**config.mk**
```make
export PLATFORM = sky130hd
export DESIGN_NAME = mul_div_unit_flat
export DESIGN_NICKNAME = d
export VERILOG_FILES = /design/src/rtl/mul_div_unit_if.sv /design/src/rtl/mul_div_unit.sv /design/src/flat_wrapper.sv
export SDC_FILE = /design/constraint.sdc
export NUM_CORES = 1
export LEC_CHECK = 0
export ABC_AREA = 0
export CAP_MARGIN = 20
export CELL_PAD_IN_SITES_DETAIL_PLACEMENT = 1
export CELL_PAD_IN_SITES_GLOBAL_PLACEMENT = 2
export CORE_ASPECT_RATIO = 0.9
export CORE_MARGIN = 1.5
export CORE_UTILIZATION = 30
export DETAILED_ROUTE_END_ITERATION = 10
export GPL_TIMING_DRIVEN = 0
export PLACE_DENSITY = 0.83
export SYNTH_ARGS = -nofsm -noshare
export SYNTH_HDL_FRONTEND = slang
export SYNTH_SLANG_ARGS = --single-unit
export TNS_END_PERCENT = 50
```
**constraint.sdc**
```tcl
create_clock -name clk -period 12.8 [get_ports clk]
set_input_delay 1.28 -clock clk [delete_from_list [all_inputs] [get_ports clk]]
set_output_delay 1.28 -clock clk [all_outputs]
set_load 0.02 [all_outputs]
```
**src/rtl/mul_div_unit_if.sv**
```systemverilog
// Issue/result bundle between the MIPS control path and the HI/LO multiply-divide unit.
// The master side issues operations and moves; the slave side owns HI/LO and status.
interface mul_div_unit_if;
    logic        start;
    logic [1:0]  op;
    logic [31:0] a;
    logic [31:0] b;
    logic        mthi;
    logic        mtlo;
    logic [31:0] hi;
    logic [31:0] lo;
    logic        busy;
    logic        done;

    modport master (output start, op, a, b, mthi, mtlo,
                    input  hi, lo, busy, done);
    modport slave  (input  start, op, a, b, mthi, mtlo,
                    output hi, lo, busy, done);
endinterface

```
**src/rtl/mul_div_unit.sv**
```systemverilog
// Iterative 32-bit MULT/MULTU/DIV/DIVU unit owning the HI/LO pair; fixed 32-cycle latency.
// Operands are reduced to magnitudes at accept and the sign is restored on the final edge.
module mul_div_unit (
    input  logic          clk,
    input  logic          clrn,
    mul_div_unit_if.slave bus
);
    typedef enum logic {IDLE, RUN} state_t;

    state_t      state_q, state_d;
    logic        div_q;      // 1: divide, 0: multiply
    logic        neg_res_q;  // product / quotient negated
    logic        neg_rem_q;  // remainder takes dividend sign
    logic [31:0] opnd_q;     // multiplicand or divisor magnitude
    logic [63:0] acc_q;      // {partial/remainder, multiplier/quotient}
    logic [4:0]  cnt_q;
    logic [31:0] hi_q, lo_q;
    logic        done_q;

    logic        a_neg, b_neg;
    logic [31:0] a_mag, b_mag;
    logic [32:0] mul_sum;
    logic [32:0] div_shift;
    logic [33:0] div_diff;
    logic [63:0] acc_d;
    logic [63:0] prod;
    logic [31:0] quot, rem;
    logic [31:0] res_hi, res_lo;
    logic        last;

    // Only the signed ops (op[0]=0) take absolute values.
    assign a_neg = ~bus.op[0] & bus.a[31];
    assign b_neg = ~bus.op[0] & bus.b[31];
    assign a_mag = a_neg ? -bus.a : bus.a;
    assign b_mag = b_neg ? -bus.b : bus.b;

    assign last = (state_q == RUN) && (cnt_q == 5'd31);

    // NOTE: every signal written in an always_comb gets a default first so no latch is inferred.
    always_comb begin
        state_d = state_q;
        case (state_q)
            IDLE: if (bus.start) state_d = RUN;
            RUN:  if (cnt_q == 5'd31) state_d = IDLE;
            default: state_d = IDLE;
        endcase
    end

    // One iteration: shift-add for multiply, restoring shift-subtract for divide.
    // The 34-bit difference keeps the borrow correct even for a zero divisor.
    always_comb begin
        mul_sum   = {1'b0, acc_q[63:32]} + (acc_q[0] ? {1'b0, opnd_q} : 33'd0);
        div_shift = {acc_q[63:32], acc_q[31]};
        div_diff  = {1'b0, div_shift} - {2'b00, opnd_q};
        acc_d     = {mul_sum, acc_q[31:1]};
        if (div_q) begin
            if (!div_diff[33]) acc_d = {div_diff[31:0], acc_q[30:0], 1'b1};
            else               acc_d = {div_shift[31:0], acc_q[30:0], 1'b0};
        end
    end

    // Sign correction applied to the value produced by the 32nd iteration.
    always_comb begin
        prod   = neg_res_q ? -acc_d : acc_d;
        quot   = acc_d[31:0];
        rem    = acc_d[63:32];
        res_hi = prod[63:32];
        res_lo = prod[31:0];
        if (div_q) begin
            res_hi = neg_rem_q ? -rem : rem;
            res_lo = (opnd_q == 32'd0) ? 32'hFFFF_FFFF : (neg_res_q ? -quot : quot);
        end
    end

    // NOTE: sequential state uses non-blocking assignments so every flop sees pre-edge values.
    always_ff @(posedge clk or negedge clrn) begin
        if (!clrn) state_q <= IDLE;
        else       state_q <= state_d;
    end

    always_ff @(posedge clk or negedge clrn) begin
        if (!clrn) begin
            div_q     <= 1'b0;
            neg_res_q <= 1'b0;
            neg_rem_q <= 1'b0;
            opnd_q    <= 32'd0;
            acc_q     <= 64'd0;
            cnt_q     <= 5'd0;
            hi_q      <= 32'd0;
            lo_q      <= 32'd0;
            done_q    <= 1'b0;
        end else begin
            done_q <= 1'b0;
            case (state_q)
                IDLE: begin
                    if (bus.start) begin
                        div_q     <= bus.op[1];
                        neg_res_q <= a_neg ^ b_neg;
                        neg_rem_q <= a_neg;
                        cnt_q     <= 5'd0;
                        if (bus.op[1]) begin
                            acc_q  <= {32'd0, a_mag};
                            opnd_q <= b_mag;
                        end else begin
                            acc_q  <= {32'd0, b_mag};
                            opnd_q <= a_mag;
                        end
                    end else begin
                        if (bus.mthi) hi_q <= bus.a;
                        if (bus.mtlo) lo_q <= bus.a;
                    end
                end
                RUN: begin
                    acc_q <= acc_d;
                    cnt_q <= cnt_q + 5'd1;
                    if (last) begin
                        hi_q   <= res_hi;
                        lo_q   <= res_lo;
                        done_q <= 1'b1;
                    end
                end
                default: ;
            endcase
        end
    end

    assign bus.hi   = hi_q;
    assign bus.lo   = lo_q;
    assign bus.busy = (state_q == RUN);
    assign bus.done = done_q;
endmodule

```
**src/flat_wrapper.sv**
```systemverilog
// flat-port wrapper written by rule: the top's interface ports become plain ports
module mul_div_unit_flat 
  (clk, clrn, bus_start, bus_op, bus_a, bus_b, bus_mthi, bus_mtlo, bus_hi, bus_lo, bus_busy, bus_done);
  mul_div_unit_if bus_i ();
  input  logic clk;
  input  logic clrn;
  input wire logic [$bits(bus_i.start)-1:0] bus_start;
  input wire logic [$bits(bus_i.op)-1:0] bus_op;
  input wire logic [$bits(bus_i.a)-1:0] bus_a;
  input wire logic [$bits(bus_i.b)-1:0] bus_b;
  input wire logic [$bits(bus_i.mthi)-1:0] bus_mthi;
  input wire logic [$bits(bus_i.mtlo)-1:0] bus_mtlo;
  output wire logic [$bits(bus_i.hi)-1:0] bus_hi;
  output wire logic [$bits(bus_i.lo)-1:0] bus_lo;
  output wire logic [$bits(bus_i.busy)-1:0] bus_busy;
  output wire logic [$bits(bus_i.done)-1:0] bus_done;
  assign bus_i.start = bus_start;
  assign bus_i.op = bus_op;
  assign bus_i.a = bus_a;
  assign bus_i.b = bus_b;
  assign bus_i.mthi = bus_mthi;
  assign bus_i.mtlo = bus_mtlo;
  assign bus_hi = bus_i.hi;
  assign bus_lo = bus_i.lo;
  assign bus_busy = bus_i.busy;
  assign bus_done = bus_i.done;
  mul_div_unit u_core (.clk(clk), .clrn(clrn), .bus(bus_i));
endmodule
```
# == After elaboration in Yosys (flattened, before gate mapping) ==
# Index checks and enable logic that the tools add are counted.
# word_totals
regBits,170
latchBits,0
mem_bits_rw,0
rom_bits,0
output_inout_bits,66
wordCells,64
memories,0
# op_classes
add_sub_neg,8
n_mul,0
div_mod_pow,0
magnitude_cmp,0
eq_ne,6
shifts,0
muxes,30
n_bitwise,5
reduce_logical,5
# op_table
op,n
32-bit two-way mux,16
64-bit two-way mux,4
32-bit negation,4
32-bit one-hot mux with 2 select lines,2
64-bit one-hot mux with 2 select lines,1
64-bit negation,1
33-bit by 32-bit subtractor with 34-bit output,1
32-bit by 33-bit adder with 33-bit output,1
32-bit logical NOT,1
2-bit != test (second input constant),5
5-bit one-hot mux with 2 select lines,1
3-bit AND reduction,2
5-bit by 1-bit adder with 5-bit output (second input constant),1
5-bit equality test (second input constant),1
5-bit two-way mux,1
1-bit two-way mux,4
1-bit bitwise AND,2
1-bit NOT,2
1-bit one-hot mux with 2 select lines,1
2-bit AND reduction,1
1-bit logical AND,1
1-bit XOR,1

# == Longest topological paths before layout ==
# logic_depth
ltp_word,9
ltp_mapped,23

# == Worst setup path after synthesis ==
# No wires, ideal clock.
# synth_path
path_kind,register to register
start,register u_core.acc_q[49]
end,register u_core.hi_q[30] (netlist: u_core.bus.hi[30])
setup_ps,146
t_arrival_ps,4677
t_required_ps,12654
slack_ps,7978
stages_incl_launch_ff,22
path_buffers,1
period_less_slack_ps,4822
path_cell_list,dfrtp_1 > ha_1 > buf_2 > a21oi_1 > o211ai_1 > a2111oi_2 > nor2_1 > nor2_1 > nor2_1 > a21oi_1 > ha_1 > nand2_1 > nor2_1 > nand4_1 > or4_1 > o21a_1 > a211oi_1 > a21oi_1 > nor3_2 > a21oi_1 > xnor2_1 > o221ai_1
# synth_between
elab_chain_cells,8
elab_cells_between_ends,11
cone_classes,4 x add/sub; 7 x mux
# synth_rtl
element,line_no,text
"start, declared",mul_div_unit.sv:15,logic [63:0] acc_q;
"start signal, assigned",mul_div_unit.sv:102,"acc_q <= {32'd0, a_mag};"
"start signal, assigned",mul_div_unit.sv:105,"acc_q <= {32'd0, b_mag};"
33-bit by 32-bit subtractor with 34-bit output,mul_div_unit.sv:54,"div_diff = {1'b0, div_shift} - {2'b00, opnd_q};"
64-bit two-way mux,mul_div_unit.sv:57,"if (!div_diff[33]) acc_d = {div_diff[31:0], acc_q[30:0], 1'b1};"
64-bit two-way mux (*),mul_div_unit.sv:56,if (div_q) begin
64-bit negation or 32-bit negation (tied branches),"mul_div_unit.sv:64, mul_div_unit.sv:70",
64-bit two-way mux or 32-bit two-way mux (tied branches),"mul_div_unit.sv:64, mul_div_unit.sv:70",
32-bit two-way mux (*),mul_div_unit.sv:69,if (div_q) begin
32-bit two-way mux (*),mul_div_unit.sv:116,if (last) begin
32-bit one-hot mux with 2 select lines (*),mul_div_unit.sv:94,case (state_q)
"end signal, assigned",mul_div_unit.sv:109,if (bus.mthi) hi_q <= bus.a;
"end signal, assigned",mul_div_unit.sv:117,hi_q <= res_hi;
"end, declared",mul_div_unit.sv:17,"logic [31:0] hi_q, lo_q;"
# Mark *: on every way between the ends. The rest lies on a longest branch, timed or not. The select of a mux whose other input is x is not followed.
# A chain may end at the register's enable or synchronous reset.

# == Worst setup path after layout ==
# layout_path
start,register u_core.opnd_q[18]
end,register u_core.hi_q[10] (netlist: u_core.bus.hi[10])
# layout_between
elab_chain_cells,8
elab_cells_between_ends,10
cone_classes,3 x add/sub; 7 x mux
# layout_rtl
element,line_no,text
"start, declared",mul_div_unit.sv:14,logic [31:0] opnd_q;
"start signal, assigned",mul_div_unit.sv:103,opnd_q <= b_mag;
"start signal, assigned",mul_div_unit.sv:106,opnd_q <= a_mag;
33-bit by 32-bit subtractor with 34-bit output (*),mul_div_unit.sv:54,
64-bit two-way mux (*),mul_div_unit.sv:57,
64-bit two-way mux (*),mul_div_unit.sv:56,
64-bit negation or 32-bit negation (tied branches),"mul_div_unit.sv:64, mul_div_unit.sv:70",
64-bit two-way mux or 32-bit two-way mux (tied branches),"mul_div_unit.sv:64, mul_div_unit.sv:70",
32-bit two-way mux (*),mul_div_unit.sv:69,
32-bit two-way mux (*),mul_div_unit.sv:116,
32-bit one-hot mux with 2 select lines (*),mul_div_unit.sv:94,
# Marks and branches as above.

==> impl_results.md <==
* Post-synth top area share at 26.5%
* ANT nets after route at 0
* Die height at 223 microns
* Core Region at 53000 sq um
* Distinct cells, synth at 91
* Syn Nets at 2265
* Register area at 4250 sq um
* Starting Density at 30.3%
* Seq/Total Area, Yosys at 26.5%
* Crit path from: u_core.opnd_q[18]
* Fmax at 0.136 GHz
* Yosys reg bits at 170
* Total global-route track usage at 30.3%
* Boundary Pins at 137
* Max Cap Viol at 0
* Crit end category: flop
* Worst path required time at 13.20 ns
* Maximum buffer depth of the clock tree at 2
* Share of layout cells above drive strength 1 at 4.45%
* Crit path DAT at 7.74 ns
* DRT iter0 DRCs at 1766
* P&R area growth vs syn at 17.8%
* Final Wtd Congestion at 0.946
* Mean Syn Cell Area at 7.57 sq um
* Port bufs at 135
* Final Hold Fails at 0
* Root cell of the clock tree: clkbuf_16
* Final setup viols at 0
* Via Count at 18000
* Clock sinks at 170
* Hold buffer count at cts at 0
* Number of synthesized flops with an enable pin at 0
* Wire per inst at 28.3 microns
* Top FF cell, synth: dfrtp_1
* Skew final at 0.0174 ns
* Number of setup buffers added after CTS at 0
* Syn Inst Count at 2122
* Inserted Clock Buffers at 17
* Largest net degree at the start of global routing at 93
* Syn Std Cell Area at 16100 sq um
* Commonest non-fill, non-tap cells in the layout: nand2_1 (255), a21oi_1 (244), nor2_1 (195), o21ai_0 (183), dfrtp_1 (170)
* Slew Limit Fails at 0
* Fin crit period at 7.34 ns
* Vias in the first global route at 17900
* Resized cells post-CTS at 0
* Max FO, Critical Path at 10
* Worst slew pin tran at 1.12 ns
* RSZ-0062 raised after global routing: no
* Initial antenna violation count at 2
* CTS clk-pin slew, worst paths at 0.08 ns
* Reg2reg start: u_core.opnd_q[18]
* Ranking of synthesized cells by area: dfrtp_1 (26%), a21oi_1 (7.6%), nand2_1 (6.0%), o21ai_0 (5.7%), ha_1 (5.5%)
* DP Wirelength at 69100 microns
* Final setup TNS at 0 ns
* Area leader, netlist: dfrtp_1
* Outcome: complete, no violations
* Latest clock arrival within the worst-skew pair at 0.48 ns
* Detailed Route WL at 84500 microns
* Num rows at 80
* DRT Pass-1 Iters at 5
* Gr ovfl total at 0
* Ys async rst share at 100%
* Max_slew headroom at 25.2%
* H-tree depth at 4
* Worst Setup Start Kind: flop
* Die Area at 54900 sq um
* Commonest non-fill, non-tap cell in the layout: nand2_1
* Yosys Warn Count at 0
* Multi-input gate area at 11100 sq um
* WS Path Type: flop to flop
* Hold path start: u_core.bus.hi[19]
* Die span in x at 247 microns
* TritonCTS clock tree: built
* Drt drc at 0
* Via-to-Cell Ratio at 6.03
* Fill count at 6469
* Hold Crit Class: flop to flop
* First-pass GRT wire length at 123000 microns
* Final cycle utilization of the critical path at 57.4%
* Layout net count at 2420
## logic make-up (layout without fill, tap and decap cells)
kind of cell             after synthesis  after routing  synth area share, %
AO/OA/AOI/OAI                        722            722                 27.9
AND/OR/NAND/NOR                      739            739                 22.0
buffers and inverters                188            356                 4.70
XOR/XNOR                             163            163                 8.89
flip-flops                           170            170                 26.5
other                                  0              1                    0
adder cells (fa/ha/maj)               72             72                 5.70
multiplexers                          68             68                 4.29
## cell type report
| class | count | area share (%) |
|---|---|---|
| diodes | 1 | 0.0132 |
| plain buffers | 121 | 2.66 |
| clock buffers | 18 | 2.27 |
| clock inverters | 14 | 0.939 |
| inverters | 67 | 1.33 |
| multi-input cells | 1764 | 58.4 |
| flip-flops and latches | 170 | 22.5 |
| well taps | 697 | 4.61 |
| repair buffers | 136 | 7.31 |
## flip-flops by register name, summed over array words and instances, names as in the netlist
register and count:
u_core.neg_rem_q 1, u_core.opnd_q 32, u_core.cnt_q 5, u_core.neg_res_q 1, u_core.acc_q 64, u_core.bus.done 1, u_core.bus.hi 32, u_core.bus.busy 1
u_core.bus.lo 32, u_core.div_q 1
## final timing paths
check	to	slack [ns]	cells after the start
worst min register to register	u_core.bus.hi[19]	0.49	2
worst max register to register	u_core.bus.hi[10]	5.46	21
worst min-delay path	u_core.bus.hi[19]	0.49	2
worst max-delay path	u_core.bus.hi[10]	5.46	21
max in group asynchronous	u_core.opnd_q[17]	11.04	2
min in group asynchronous	u_core.bus.hi[12]	0.82	1
## worst max-delay path: stages (launching register included)
cell and delay (ns):
dfrtp_1 0.56, inv_1 0.08, ha_1 0.27, buf_2 0.18, a21oi_1 0.35, o211ai_1 0.20, a2111oi_2 0.36, nor2_1 0.29
nor2_1 0.67, nor2_1 0.43, a21oi_1 0.38, ha_1 0.27, nand2_1 0.10, nor2_1 0.30, nand4_1 0.29, or4_1 0.62
o21a_1 0.24, a211oi_1 0.59, a22oi_1 0.23, xor2_1 0.38, a21oi_1 0.23, o21ai_0 0.23
## cell usage after synthesis, types with 12 or more instances
master,n
nand2_1,255
a21oi_1,244
nor2_1,195
o21ai_0,183
dfrtp_1,170
xnor2_1,90
clkbuf_1,88
xor2_1,73
ha_1,70
inv_1,66
mux2i_1,61
a211oi_1,55
and2_1,47
nor3_1,37
nand3_1,36
a31oi_1,35
a21o_1,27
o211ai_1,25
nor4_1,24
nor2b_1,22
nand4_1,20
or3_1,18
o31ai_1,16
buf_2,15
nand2b_1,15
nor3b_1,15
o22ai_1,14
and3_1,13
buf_1,13
a22oi_1,12
o21a_1,12
## per-layer routing
metal	GRT usage, %	vias up	part of all wire [%]
met5	0	-	0
met4	8.87	0	2.7
met3	5.17	110	8.2
met2	44.6	763	42
met1	44.6	9154	47
li1	-	7990	-
## stage by stage
step | instance area (sq um) | util [%] | instances | worst slack (ns) | hold slack, ns
floorplan | 16100 | - | 2122 | 7.98 | 0.463
global placement | 18300 | 34.5 | 2954 | 3.14 | 0.467
detailed placement | 18300 | 34.6 | 2955 | 5.75 | 0.475
CTS | 18900 | 35.7 | 2987 | 5.70 | 0.493
global route | 18900 | 35.7 | 2987 | 5.12 | 0.527
finish | 18900 | 35.7 | 2988 | 5.46 | 0.486
Power is left out: the tool's default activity adds up to more than one toggle a clock period on the data nets, which glitch-free logic cannot reach.
